[config.mk]
export PLATFORM = sky130hd
export DESIGN_NAME = vc_input_unit
export DESIGN_NICKNAME = d
export VERILOG_FILES = /design/src/rtl/router_pkg.sv /design/src/rtl/sfifo.sv /design/src/rtl/vc_input_unit.sv
export SDC_FILE = /design/constraint.sdc
export NUM_CORES = 1
export LEC_CHECK = 0
export CORE_ASPECT_RATIO = 1.4
export CORE_UTILIZATION = 61
export CTS_BUF_LIST = sky130_fd_sc_hd__clkbuf_8
export DETAILED_ROUTE_END_ITERATION = 10
export GPL_TIMING_DRIVEN = 0
export PLACE_DENSITY_LB_ADDON = 0.25
export SETUP_SLACK_MARGIN = 0.1
export SYNTH_ARGS = -nofsm -noshare
export SYNTH_HDL_FRONTEND = slang
export SYNTH_HIERARCHICAL = 1
export SYNTH_SLANG_ARGS = --single-unit
[constraint.sdc]
create_clock -name clk -period 3.7 [get_ports clk]
set_input_delay 0.925 -clock clk [delete_from_list [all_inputs] [get_ports clk]]
set_output_delay 0.925 -clock clk [all_outputs]
set_load 0.02 [all_outputs]
[src/rtl/router_pkg.sv]
// Shared router encodings: flit types, output ports, VC states and XY routing.
package router_pkg;

  typedef enum logic [1:0] {
    FT_BODY      = 2'b00,
    FT_TAIL      = 2'b01,
    FT_HEAD      = 2'b10,
    FT_HEAD_TAIL = 2'b11
  } flit_type_e;

  typedef enum logic [2:0] {
    PORT_LOCAL = 3'd0,
    PORT_NORTH = 3'd1,
    PORT_EAST  = 3'd2,
    PORT_SOUTH = 3'd3,
    PORT_WEST  = 3'd4
  } port_e;

  typedef enum logic [1:0] {
    VC_IDLE   = 2'b00,
    VC_ROUTE  = 2'b01,
    VC_ACTIVE = 2'b10
  } vc_state_e;

  // Dimension-ordered routing: resolve X first, then Y, then deliver locally.
  function automatic port_e xy_route(input int unsigned dest_x, input int unsigned dest_y,
                                     input int unsigned local_x, input int unsigned local_y);
    if (dest_x > local_x)      return PORT_EAST;
    else if (dest_x < local_x) return PORT_WEST;
    else if (dest_y > local_y) return PORT_NORTH;
    else if (dest_y < local_y) return PORT_SOUTH;
    else                       return PORT_LOCAL;
  endfunction

  function automatic logic is_head(input flit_type_e t);
    return (t == FT_HEAD) || (t == FT_HEAD_TAIL);
  endfunction

  function automatic logic is_tail(input flit_type_e t);
    return (t == FT_TAIL) || (t == FT_HEAD_TAIL);
  endfunction

endpackage

[src/rtl/sfifo.sv]
// Synchronous FIFO with show-ahead read data; a pop frees a slot for a
// same-cycle push even when full.
module sfifo #(
  parameter int W     = 32,
  parameter int DEPTH = 4
) (
  input  logic         clk,
  input  logic         rst_n,
  input  logic         wr_en,
  input  logic [W-1:0] wr_data,
  input  logic         rd_en,
  output logic [W-1:0] rd_data,
  output logic         full,
  output logic         empty
);
  localparam int AW = $clog2(DEPTH);
  localparam logic [AW:0] FULL_CNT = DEPTH[AW:0];

  logic [W-1:0]  mem [DEPTH];
  logic [AW-1:0] wr_ptr;
  logic [AW-1:0] rd_ptr;
  logic [AW:0]   cnt;
  logic          do_rd;
  logic          do_wr;

  assign empty   = (cnt == '0);
  assign full    = (cnt == FULL_CNT);
  assign do_rd   = rd_en && !empty;
  assign do_wr   = wr_en && (!full || do_rd);
  assign rd_data = mem[rd_ptr];

  // Storage array; contents are meaningless until the pointers say otherwise.
  always_ff @(posedge clk) begin
    if (do_wr) mem[wr_ptr] <= wr_data;
  end

  // Pointer and occupancy bookkeeping.
  always_ff @(posedge clk or negedge rst_n) begin
    if (!rst_n) begin
      wr_ptr <= '0;
      rd_ptr <= '0;
      cnt    <= '0;
    end else begin
      if (do_wr) wr_ptr <= wr_ptr + 1'b1;
      if (do_rd) rd_ptr <= rd_ptr + 1'b1;
      case ({do_wr, do_rd})
        2'b10:   cnt <= cnt + 1'b1;
        2'b01:   cnt <= cnt - 1'b1;
        default: cnt <= cnt;
      endcase
    end
  end
endmodule

[src/rtl/vc_input_unit.sv]
// Router input unit: per-VC flit buffers, per-VC route/activation FSMs,
// switch request generation, registered crossbar output and credit return.
module vc_input_unit
  import router_pkg::*;
#(
  parameter int FLIT_W   = 32,
  parameter int NUM_VC   = 2,
  parameter int VC_DEPTH = 4,
  parameter int COORD_W  = 4,
  parameter int LOCAL_X  = 1,
  parameter int LOCAL_Y  = 1,
  localparam int VC_W    = (NUM_VC > 1) ? $clog2(NUM_VC) : 1
) (
  input  logic                clk,
  input  logic                reset_n,
  input  logic                i_flit_valid,
  input  logic [FLIT_W-1:0]   i_flit,
  input  logic [VC_W-1:0]     i_flit_vc,
  input  logic [NUM_VC-1:0]   i_sw_gnt,
  output logic [NUM_VC-1:0]   o_sw_req,
  output logic [3*NUM_VC-1:0] o_route,
  output logic                o_flit_valid,
  output logic [FLIT_W-1:0]   o_flit,
  output logic                o_credit_valid,
  output logic [VC_W-1:0]     o_credit_vc,
  output logic [2*NUM_VC-1:0] o_vc_state,
  output logic                o_err
);

  logic [FLIT_W-1:0] front [NUM_VC];
  flit_type_e        front_type [NUM_VC];
  port_e             route_calc [NUM_VC];
  port_e             route_q [NUM_VC];
  vc_state_e         state [NUM_VC];

  logic [NUM_VC-1:0] wr_en;
  logic [NUM_VC-1:0] fifo_full;
  logic [NUM_VC-1:0] fifo_empty;
  logic [NUM_VC-1:0] sw_req;
  logic [NUM_VC-1:0] discard_cand;
  logic [NUM_VC-1:0] discard_en;
  logic [NUM_VC-1:0] grant_pop;
  logic [NUM_VC-1:0] pop;
  logic              gnt_legal;
  logic              gnt_err;
  logic              drop_err;
  logic              bad_vc;
  logic              disc_found;
  logic [VC_W-1:0]   pop_idx;
  logic [FLIT_W-1:0] sel_flit;

  assign bad_vc = i_flit_valid && (int'(i_flit_vc) >= NUM_VC);

  for (genvar i = 0; i < NUM_VC; i++) begin : g_vc
    assign wr_en[i] = i_flit_valid && (i_flit_vc == VC_W'(i));

    sfifo #(.W(FLIT_W), .DEPTH(VC_DEPTH)) u_fifo (
      .clk     (clk),
      .rst_n   (reset_n),
      .wr_en   (wr_en[i]),
      .wr_data (i_flit),
      .rd_en   (pop[i]),
      .rd_data (front[i]),
      .full    (fifo_full[i]),
      .empty   (fifo_empty[i])
    );

    assign front_type[i]   = flit_type_e'(front[i][FLIT_W-1 -: 2]);
    assign route_calc[i]   = xy_route(32'(front[i][2*COORD_W-1:COORD_W]),
                                      32'(front[i][COORD_W-1:0]),
                                      LOCAL_X, LOCAL_Y);
    assign sw_req[i]       = (state[i] == VC_ACTIVE) && !fifo_empty[i];
    // A non-head flit at the front of an idle VC has lost its packet context.
    assign discard_cand[i] = (state[i] == VC_IDLE) && !fifo_empty[i] && !is_head(front_type[i]);

    assign o_route[3*i +: 3]    = route_q[i];
    assign o_vc_state[2*i +: 2] = state[i];
  end

  assign o_sw_req = sw_req;

  // Grant checking and pop selection. Discards only use a cycle the crossbar
  // leaves free and only one per cycle, so a single credit port suffices.
  always_comb begin
    gnt_legal  = $onehot0(i_sw_gnt) && ((i_sw_gnt & ~sw_req) == '0);
    gnt_err    = (i_sw_gnt != '0) && !gnt_legal;
    grant_pop  = gnt_legal ? (i_sw_gnt & sw_req) : '0;
    discard_en = '0;
    disc_found = 1'b0;
    for (int i = 0; i < NUM_VC; i++) begin
      if (!disc_found && (grant_pop == '0) && discard_cand[i]) begin
        discard_en[i] = 1'b1;
        disc_found    = 1'b1;
      end
    end
    pop      = grant_pop | discard_en;
    drop_err = |(wr_en & fifo_full & ~pop);
  end

  // Index and front flit of the VC being popped this cycle (pop is one-hot or zero).
  always_comb begin
    pop_idx  = '0;
    sel_flit = '0;
    for (int i = 0; i < NUM_VC; i++) begin
      if (pop[i]) begin
        pop_idx  = VC_W'(i);
        sel_flit = front[i];
      end
    end
  end

  // Per-VC packet FSM: wait for a head, latch its route for one cycle, then
  // forward until the tail leaves.
  always_ff @(posedge clk or negedge reset_n) begin
    if (!reset_n) begin
      for (int i = 0; i < NUM_VC; i++) begin
        state[i]   <= VC_IDLE;
        route_q[i] <= PORT_LOCAL;
      end
    end else begin
      for (int i = 0; i < NUM_VC; i++) begin
        case (state[i])
          VC_IDLE: begin
            if (!fifo_empty[i] && is_head(front_type[i])) state[i] <= VC_ROUTE;
          end
          VC_ROUTE: begin
            route_q[i] <= route_calc[i];
            state[i]   <= VC_ACTIVE;
          end
          VC_ACTIVE: begin
            if (grant_pop[i] && is_tail(front_type[i])) state[i] <= VC_IDLE;
          end
          default: state[i] <= VC_IDLE;
        endcase
      end
    end
  end

  // Registered crossbar flit, credit return and sticky error.
  always_ff @(posedge clk or negedge reset_n) begin
    if (!reset_n) begin
      o_flit_valid   <= 1'b0;
      o_flit         <= '0;
      o_credit_valid <= 1'b0;
      o_credit_vc    <= '0;
      o_err          <= 1'b0;
    end else begin
      o_flit_valid   <= |grant_pop;
      o_flit         <= (|grant_pop) ? sel_flit : '0;
      o_credit_valid <= |pop;
      o_credit_vc    <= pop_idx;
      o_err          <= o_err | bad_vc | drop_err | gnt_err | (|discard_en);
    end
  end

endmodule

==> out/summary.json, run 1 <==
{
  "critical_path": {
    "r2r_end": "g_vc[0].u_fifo/cnt[1]",
    "worst-setup-path-type": "flip-flop to flip-flop",
    "timing.critical_path.cells": "or3_2, inv_1, nor2_1, nand4b_1, a21oi_1, inv_1, buf_2, o31a_1, or2b_1, fa_1, o21ba_2, o211ai_1, a22oi_1",
    "cpMaxStageDelayCell": "sky130_fd_sc_hd__or3_2",
    "reg2reg_depth": 13,
    "required_ns": 4.15,
    "timing.rr.start": "g_vc[1].u_fifo/cnt[0]",
    "cpPeakStageDelay_ns": 0.55,
    "critical_path_source": "g_vc[1].u_fifo/cnt[0]",
    "r2r_setup_slack_ns": 0.23,
    "startpoint_class": "flip-flop",
    "critical-path-top-cell-by-count": "sky130_fd_sc_hd__inv_1",
    "critical_path.max_fanout": 8,
    "timing.critical_path.to_type": "flip-flop",
    "arrival_time_of_data_at_the_critical_path_endpoint_ns": 3.92,
    "endpoint": "g_vc[0].u_fifo/cnt[1]"
  },
  "global_routing": {
    "number_of_global_route_vias_before_repair": 6497,
    "pin_count_of_the_biggest_net_entering_global_routing": 61,
    "gr-usage-all-layers_pct": 24.4,
    "overflow": 0,
    "grt_antenna_before_repair": 0,
    "grt_first_pass_wirelength_um": 36000
  },
  "floorplan": {
    "num_io_pins": 86,
    "core-area_mm2": 0.0193,
    "fp.dieArea_mm2": 0.0203,
    "start_util_pct": 62.5,
    "die_w_um": 121,
    "rows": 60,
    "fp.dieH_um": 168
  },
  "cts": {
    "number_of_buffers_created_by_cts": 44,
    "cts.path.max_buffers": 3,
    "clk_pin_slew_ns": 0.07,
    "tritoncts_clock_tree": "built",
    "clock-root-buffer": "sky130_fd_sc_hd__clkbuf_8",
    "insertion_delay_ns": 0.55,
    "htreeDepth": 2,
    "tritoncts_num_sinks": 316
  },
  "routing": {
    "routed_via_density": 5.99,
    "detail_route.drc_violations": 0,
    "wl_per_cell_um": 23.5,
    "routed-via-count": 5964,
    "routed_wirelength_um": 23400,
    "detailedRoute.firstIterationViolations": 399,
    "drt-pass1-iter-count": 4,
    "antenna_violating_nets_post_route": 0
  },
  "synthesis": {
    "synth-async-reset-ratio_pct": 19.0,
    "yosys.cell_count.top_type": "sky130_fd_sc_hd__edfxtp_1",
    "syn_avg_cell_area_um2": 20.9,
    "yosys.cell_types.count": 51,
    "synth_commonest_cells": "256 x sky130_fd_sc_hd__edfxtp_1, 64 x sky130_fd_sc_hd__mux4_2, 60 x sky130_fd_sc_hd__dfrtp_1, 32 x sky130_fd_sc_hd__a22o_1, 18 x sky130_fd_sc_hd__inv_1",
    "synth-main-ff-cell": "sky130_fd_sc_hd__edfxtp_1",
    "yosys-top-cells-area": "sky130_fd_sc_hd__edfxtp_1 64%, sky130_fd_sc_hd__dfrtp_1 12%, sky130_fd_sc_hd__mux4_2 12%",
    "syn_inst": 576,
    "synth_top_area_share_pct": 63.8,
    "yosysTopAreaCell": "sky130_fd_sc_hd__edfxtp_1",
    "synth_seq_area_share_pct": 76.2,
    "yosysWarnings": 6,
    "synth.ff_latch_count": 316,
    "synth.net_count": 624,
    "synth-edff-count": 256,
    "syn_area_mm2": 0.0121
  },
  "flow_run": {
    "cap_violations": 0
  },
  "final_layout": {
    "fin_nets": 760,
    "area_growth_from_synthesis_to_layout_pct": 18.2,
    "fillerInstances": 1115,
    "end_of_flow_core_utilization_pct": 73.8,
    "n_antenna_cell": 0,
    "share_of_cells_above_drive_strength_1_pct": 23.9
  },
  "status": {
    "status": "complete, no violations"
  },
  "placement": {
    "io_buffer_count": 85,
    "post-dp-hpwl_um": 13900,
    "globalplace.congestion": 0.742
  },
  "power": {
    "leakage_power_total_nw": 5.02,
    "p_per_area_mw_per_mm2": 739,
    "ir_drop_worst_vdd_v": 0.000459
  },
  "timing": {
    "fin_worst_skew_ns": 0.0143,
    "timing.final.crit_share_pct": 93.9,
    "worst_slew_pin_slew_ns": 0.860,
    "report.final.hold_viol_count": 0,
    "max_clock_freq_ghz": 0.288,
    "finalSetupViolations": 0,
    "final_slew_viol_count": 0,
    "rsz_0062_raised_after_global_routing": "true",
    "slew-limit-headroom_pct": 42.7,
    "fin_tns_setup_ns": 0,
    "finalWorstPathRequiredPeriod_ns": 3.47
  },
  "min_path": {
    "min-delay-path-class": "input pin to async pin"
  }
}
per-layer routing:
metal  routed length, um  track usage, %
met4                 471            9.02
met3                1570            4.23
met1                8890            31.2
met2               12500            42.1
met5                   0               0
cell type report:
class                      count  area, um2  area share (%)
sequential                   316       9190            64.5
multi-input combinational    214       2690            18.9
timing repair buffer          90        936            6.57
clock buffer                  50        688            4.83
tap                          248        310            2.18
clock inverter                32        220            1.55
buffer                        28        150            1.05
inverter                      18       67.6           0.474
state kept, by name, indices dropped and copies added (netlist names):
register / count
o_route: 6
o_credit_valid: 1
g_vc.u_fifo/mem: 256
o_vc_state: 4
g_vc.u_fifo/rd_ptr: 4
o_err: 1
o_flit_valid: 1
g_vc.u_fifo/cnt: 6
o_flit: 32
g_vc.u_fifo/wr_ptr: 4
o_credit_vc: 1
per-stage QoR:
step | hold slack (ns) | cells | area (um2) | setup slack (ns) | power [W]
2_1_floorplan | 0.534 | 576 | 12100 | 0.522 | 0.00679
3_3_place_gp | 0.466 | 909 | 13200 | -0.896 | 0.00771
3_5_place_dp | 0.491 | 913 | 13300 | -0.417 | 0.00789
4_1_cts | 0.503 | 995 | 14200 | 0.168 | 0.0106
5_1_grt | 0.540 | 996 | 14200 | 0.0249 | 0.0110
6_report | 0.485 | 996 | 14200 | 0.227 | 0.0105
what timing repair did:
| item | in CTS | in global routing |
|---|---|---|
| pin swaps | 0 | 1 |
| resized for setup | 6 | 2 |
| hold buffers | 0 | 0 |
| endpoints found under the setup margin | 131 | 4 |
| setup buffers | 0 | 1 |
worst min-delay path by stage:
stage	cells after the start	slack [ns]	start	endpoint
3_3_place_gp	1	0.47	o_err	o_err
6_report	1	0.48	reset_n	o_flit[15]
3_5_place_dp	2	0.49	o_route[2]	o_route[2]
4_1_cts	1	0.50	reset_n	o_flit[14]
2_1_floorplan	1	0.53	g_vc[0].u_fifo/wr_ptr[1]	g_vc[0].u_fifo/wr_ptr[1]
5_1_grt	1	0.54	reset_n	o_flit[14]
cell families (layout without fill, tap and decap cells):
group | Yosys count | after routing | share of synthesized area [%]
AOI/OAI and AO/OA | 63 | 63 | 4.31
xor gates and xnor gates | 11 | 11 | 0.799
adders and majority gates | 10 | 10 | 1.16
buffers and inverters | 46 | 218 | 1.81
DFF | 316 | 316 | 76.2
muxes | 69 | 69 | 12.4
and+or+nand+nor | 61 | 61 | 3.28
power breakdown:
part	internal, W	switching (W)
clock	0.00146	0.00124
sequential	0.00440	0.000226
combinational	0.00151	0.00170
worst max-delay path: cells and delay by family (launching register included):
family                   cells  cell delay, ns
AO/OA/AOI/OAI                5            0.95
flip-flops                   1            0.44
adder cells (fa/ha/maj)      1            0.46
buffers and inverters        3            0.41
AND/OR/NAND/NOR              4            1.11
cell usage in the layout, fill, tap and decap left out, types with 4 or more instances in the layout:
cell type and count:
sky130_fd_sc_hd__and2_2 4, sky130_fd_sc_hd__a21oi_1 7, sky130_fd_sc_hd__clkinv_2 8, sky130_fd_sc_hd__xor2_1 6, sky130_fd_sc_hd__clkbuf_1 8, sky130_fd_sc_hd__ha_1 8
sky130_fd_sc_hd__mux4_2 64, sky130_fd_sc_hd__buf_2 15, sky130_fd_sc_hd__a22o_1 32, sky130_fd_sc_hd__edfxtp_1 256, sky130_fd_sc_hd__o21ai_0 5, sky130_fd_sc_hd__nand2b_1 5
sky130_fd_sc_hd__clkinv_1 8, sky130_fd_sc_hd__nor2_1 5, sky130_fd_sc_hd__o211ai_1 4, sky130_fd_sc_hd__dfrtp_1 60, sky130_fd_sc_hd__clkbuf_8 50, sky130_fd_sc_hd__xnor2_1 5
sky130_fd_sc_hd__clkdlybuf4s50_1 84, sky130_fd_sc_hd__and2_4 4, sky130_fd_sc_hd__nand2_1 11, sky130_fd_sc_hd__inv_1 28, sky130_fd_sc_hd__buf_4 5, sky130_fd_sc_hd__buf_12 4
sky130_fd_sc_hd__nand3b_1 4
Note: power is estimated with default switching activity, not from simulation.
==> inputs of run 2 (changes only) <==
--- a/config.mk
+++ b/config.mk
@@ -6,7 +6,7 @@
 export NUM_CORES = 1
 export LEC_CHECK = 0
 export CORE_ASPECT_RATIO = 1.4
-export CORE_UTILIZATION = 61
+export CORE_UTILIZATION = 55
 export CTS_BUF_LIST = sky130_fd_sc_hd__clkbuf_8
 export DETAILED_ROUTE_END_ITERATION = 10
 export GPL_TIMING_DRIVEN = 0
==> constraint.sdc (replaced) <==
create_clock -name clk -period 3.1 [get_ports clk]
set_input_delay 0.775 -clock clk [delete_from_list [all_inputs] [get_ports clk]]
set_output_delay 0.775 -clock clk [all_outputs]
set_load 0.02 [all_outputs]
==> run 2 against run 1 <==
Net effect: non-clock buffer count grew 7; clock power grew 20%; sequential share of layout area shrank 0.70 points; critical path type unchanged; critical endpoint unchanged; largest power group unchanged.
==> out/summary.json, run 2 (synthesis results as in run 1) <==
{
  "status": {
    "status": "complete, no violations"
  },
  "power": {
    "leakage_power_total_nw": 5.12,
    "fin_total_pwr_w": 0.0128,
    "p_per_area_mw_per_mm2": 887,
    "ir_drop_worst_vdd_v": 0.000541
  },
  "global_routing": {
    "overflow": 0,
    "number_of_global_route_vias_before_repair": 6490,
    "grt_first_pass_wirelength_um": 36400,
    "grt_antenna_before_repair": 0,
    "gr-usage-all-layers_pct": 22.4,
    "pin_count_of_the_biggest_net_entering_global_routing": 61
  },
  "final_layout": {
    "largest_register_by_flop_count": "g_vc.u_fifo/mem",
    "fillerInstances": 1396,
    "multiInputGateArea_mm2": 0.00275,
    "share_of_cells_above_drive_strength_1_pct": 25.8,
    "n_antenna_cell": 0,
    "highest_count_cells_in_the_layout_ignoring_fill_and_taps": "256 x sky130_fd_sc_hd__edfxtp_1, 83 x sky130_fd_sc_hd__clkdlybuf4s50_1, 64 x sky130_fd_sc_hd__mux4_2, 56 x sky130_fd_sc_hd__dfrtp_1, 54 x sky130_fd_sc_hd__clkbuf_8",
    "largest_reg_flops": 256,
    "area_growth_from_synthesis_to_layout_pct": 19.5,
    "fin_nets": 768,
    "largest_registers": "g_vc.u_fifo/mem: 256 flops, o_flit: 32 flops",
    "end_of_flow_core_utilization_pct": 67.5,
    "final-seq-area_mm2": 0.00919,
    "filler_free_cell_count_of_the_finished_design": 1048,
    "most_common_cell_after_layout_fill_and_taps_aside": "sky130_fd_sc_hd__edfxtp_1"
  },
  "placement": {
    "io_buffer_count": 85,
    "post-dp-hpwl_um": 13800,
    "placed_cells_incl_taps": 953,
    "globalplace.congestion": 0.746
  },
  "routing": {
    "routed_wirelength_um": 23800,
    "routed-via-count": 6008,
    "antenna_violating_nets_post_route": 0,
    "routed_via_density": 5.73,
    "wl_per_cell_um": 22.7,
    "drt-pass1-iter-count": 5,
    "detail_route.drc_violations": 0,
    "detailedRoute.firstIterationViolations": 404
  },
  "min_path": {
    "min-delay-path-class": "input pin to async pin"
  },
  "floorplan": {
    "rows": 63,
    "fp.dieArea_mm2": 0.0225,
    "num_io_pins": 86,
    "start_util_pct": 56.4,
    "die_w_um": 127,
    "fp.dieH_um": 177,
    "core-area_mm2": 0.0214
  },
  "cts": {
    "cts.path.max_buffers": 3,
    "clk_pin_slew_ns": 0.06,
    "tritoncts_clock_tree": "built",
    "htreeDepth": 2,
    "tritoncts_num_sinks": 316,
    "number_of_buffers_created_by_cts": 45,
    "hold_buffers": 0,
    "clock-root-buffer": "sky130_fd_sc_hd__clkbuf_8",
    "insertion_delay_ns": 0.56
  },
  "timing": {
    "worst_slew_pin_slew_ns": 0.855,
    "finalWorstPathRequiredPeriod_ns": 2.91,
    "fin_worst_skew_ns": 0.0245,
    "finalSetupViolations": 0,
    "slew-limit-headroom_pct": 43.0,
    "final.hold.worst_slack_ns": 0.335,
    "report.final.hold_viol_count": 0,
    "rsz_0062_raised_after_global_routing": "true",
    "max_clock_freq_ghz": 0.343,
    "fin_tns_setup_ns": 0,
    "final_slew_viol_count": 0,
    "timing.final.crit_share_pct": 94.0
  },
  "critical_path": {
    "timing.critical_path.cells": "buf_6, mux4_2, nor4_4, a21oi_2, inv_1, buf_6, o31a_1, or2b_1, fa_2, o21ba_2, o211ai_1, a22oi_1",
    "timing.critical_path.to_type": "flip-flop",
    "worstPathBufferInverterCount": 3,
    "r2r_setup_slack_ns": 0.19,
    "critical_path.top_delay_family": "compound AO/OA/AOI/OAI gates",
    "required_ns": 3.50,
    "worst-setup-path-type": "flip-flop to flip-flop",
    "cpPeakStageDelay_ns": 0.54,
    "cpMaxStageDelayCell": "sky130_fd_sc_hd__mux4_2",
    "critical-path-top-cell-by-count": "sky130_fd_sc_hd__buf_6",
    "arrival_time_of_data_at_the_critical_path_endpoint_ns": 3.32,
    "critical_path.max_fanout": 3,
    "startpoint_class": "flip-flop"
  },
  "flow_run": {
    "cap_violations": 0
  }
}
-- run 2: layout make-up --
| cell class | count | share of cell area, % |
|---|---|---|
| Clock inverter | 29 | 1.22 |
| Multi-Input combinational cell | 214 | 19.0 |
| Clock buffer | 54 | 5.16 |
| Tap cell | 292 | 2.54 |
| Buffer | 25 | 1.09 |
| Timing Repair Buffer | 100 | 6.69 |
| Inverter | 18 | 0.469 |
| Sequential cell | 316 | 63.8 |
-- run 2: worst paths after layout --
kind,start,to,cells past startpoint
worst max-delay path,g_vc[0].u_fifo/rd_ptr[0],g_vc[0].u_fifo/cnt[1],12
worst min-delay path,reset_n,o_flit[25],1
worst max register to register,g_vc[0].u_fifo/rd_ptr[0],g_vc[0].u_fifo/cnt[1],12
worst min register to register,o_route[5],o_route[5],2
max in group asynchronous,reset_n,o_vc_state[0],1
min in group clk,o_route[5],o_route[5],2
-- run 2: stage by stage --
stage / instance area [um2] / worst slack, ns
finish: 14400 / 0.187
global route: 14400 / 0.0732
CTS: 14300 / 0.102
detailed placement: 13300 / -0.809
global placement: 13300 / -1.30
floorplan: 12100 / 0.104
-- run 2: report_power, final --
group          switching, W  internal (W)  leakage (nW)
Sequential         0.000306       0.00527          3.10
Combinational       0.00201       0.00196          1.49
Clock               0.00149       0.00175         0.534
Total               0.00381       0.00898          5.12
-- run 2: layer usage --
layer,up-vias,share of wire [%],global-route usage [%]
li1,2627,-,-
met1,3110,39,27.3
met2,219,53,39.9
met3,52,6.0,4.38
met4,0,2.6,7.84
met5,-,0,0
-- run 2: what timing repair did --
action / in CTS / in global routing
setup endpoints to repair: 262 / 261
endpoints found under the hold margin: 0 / 0
resized for setup: 20 / 6
setup buffers: 10 / 5
gates cloned: 0 / 0
pin swaps: 7 / 9
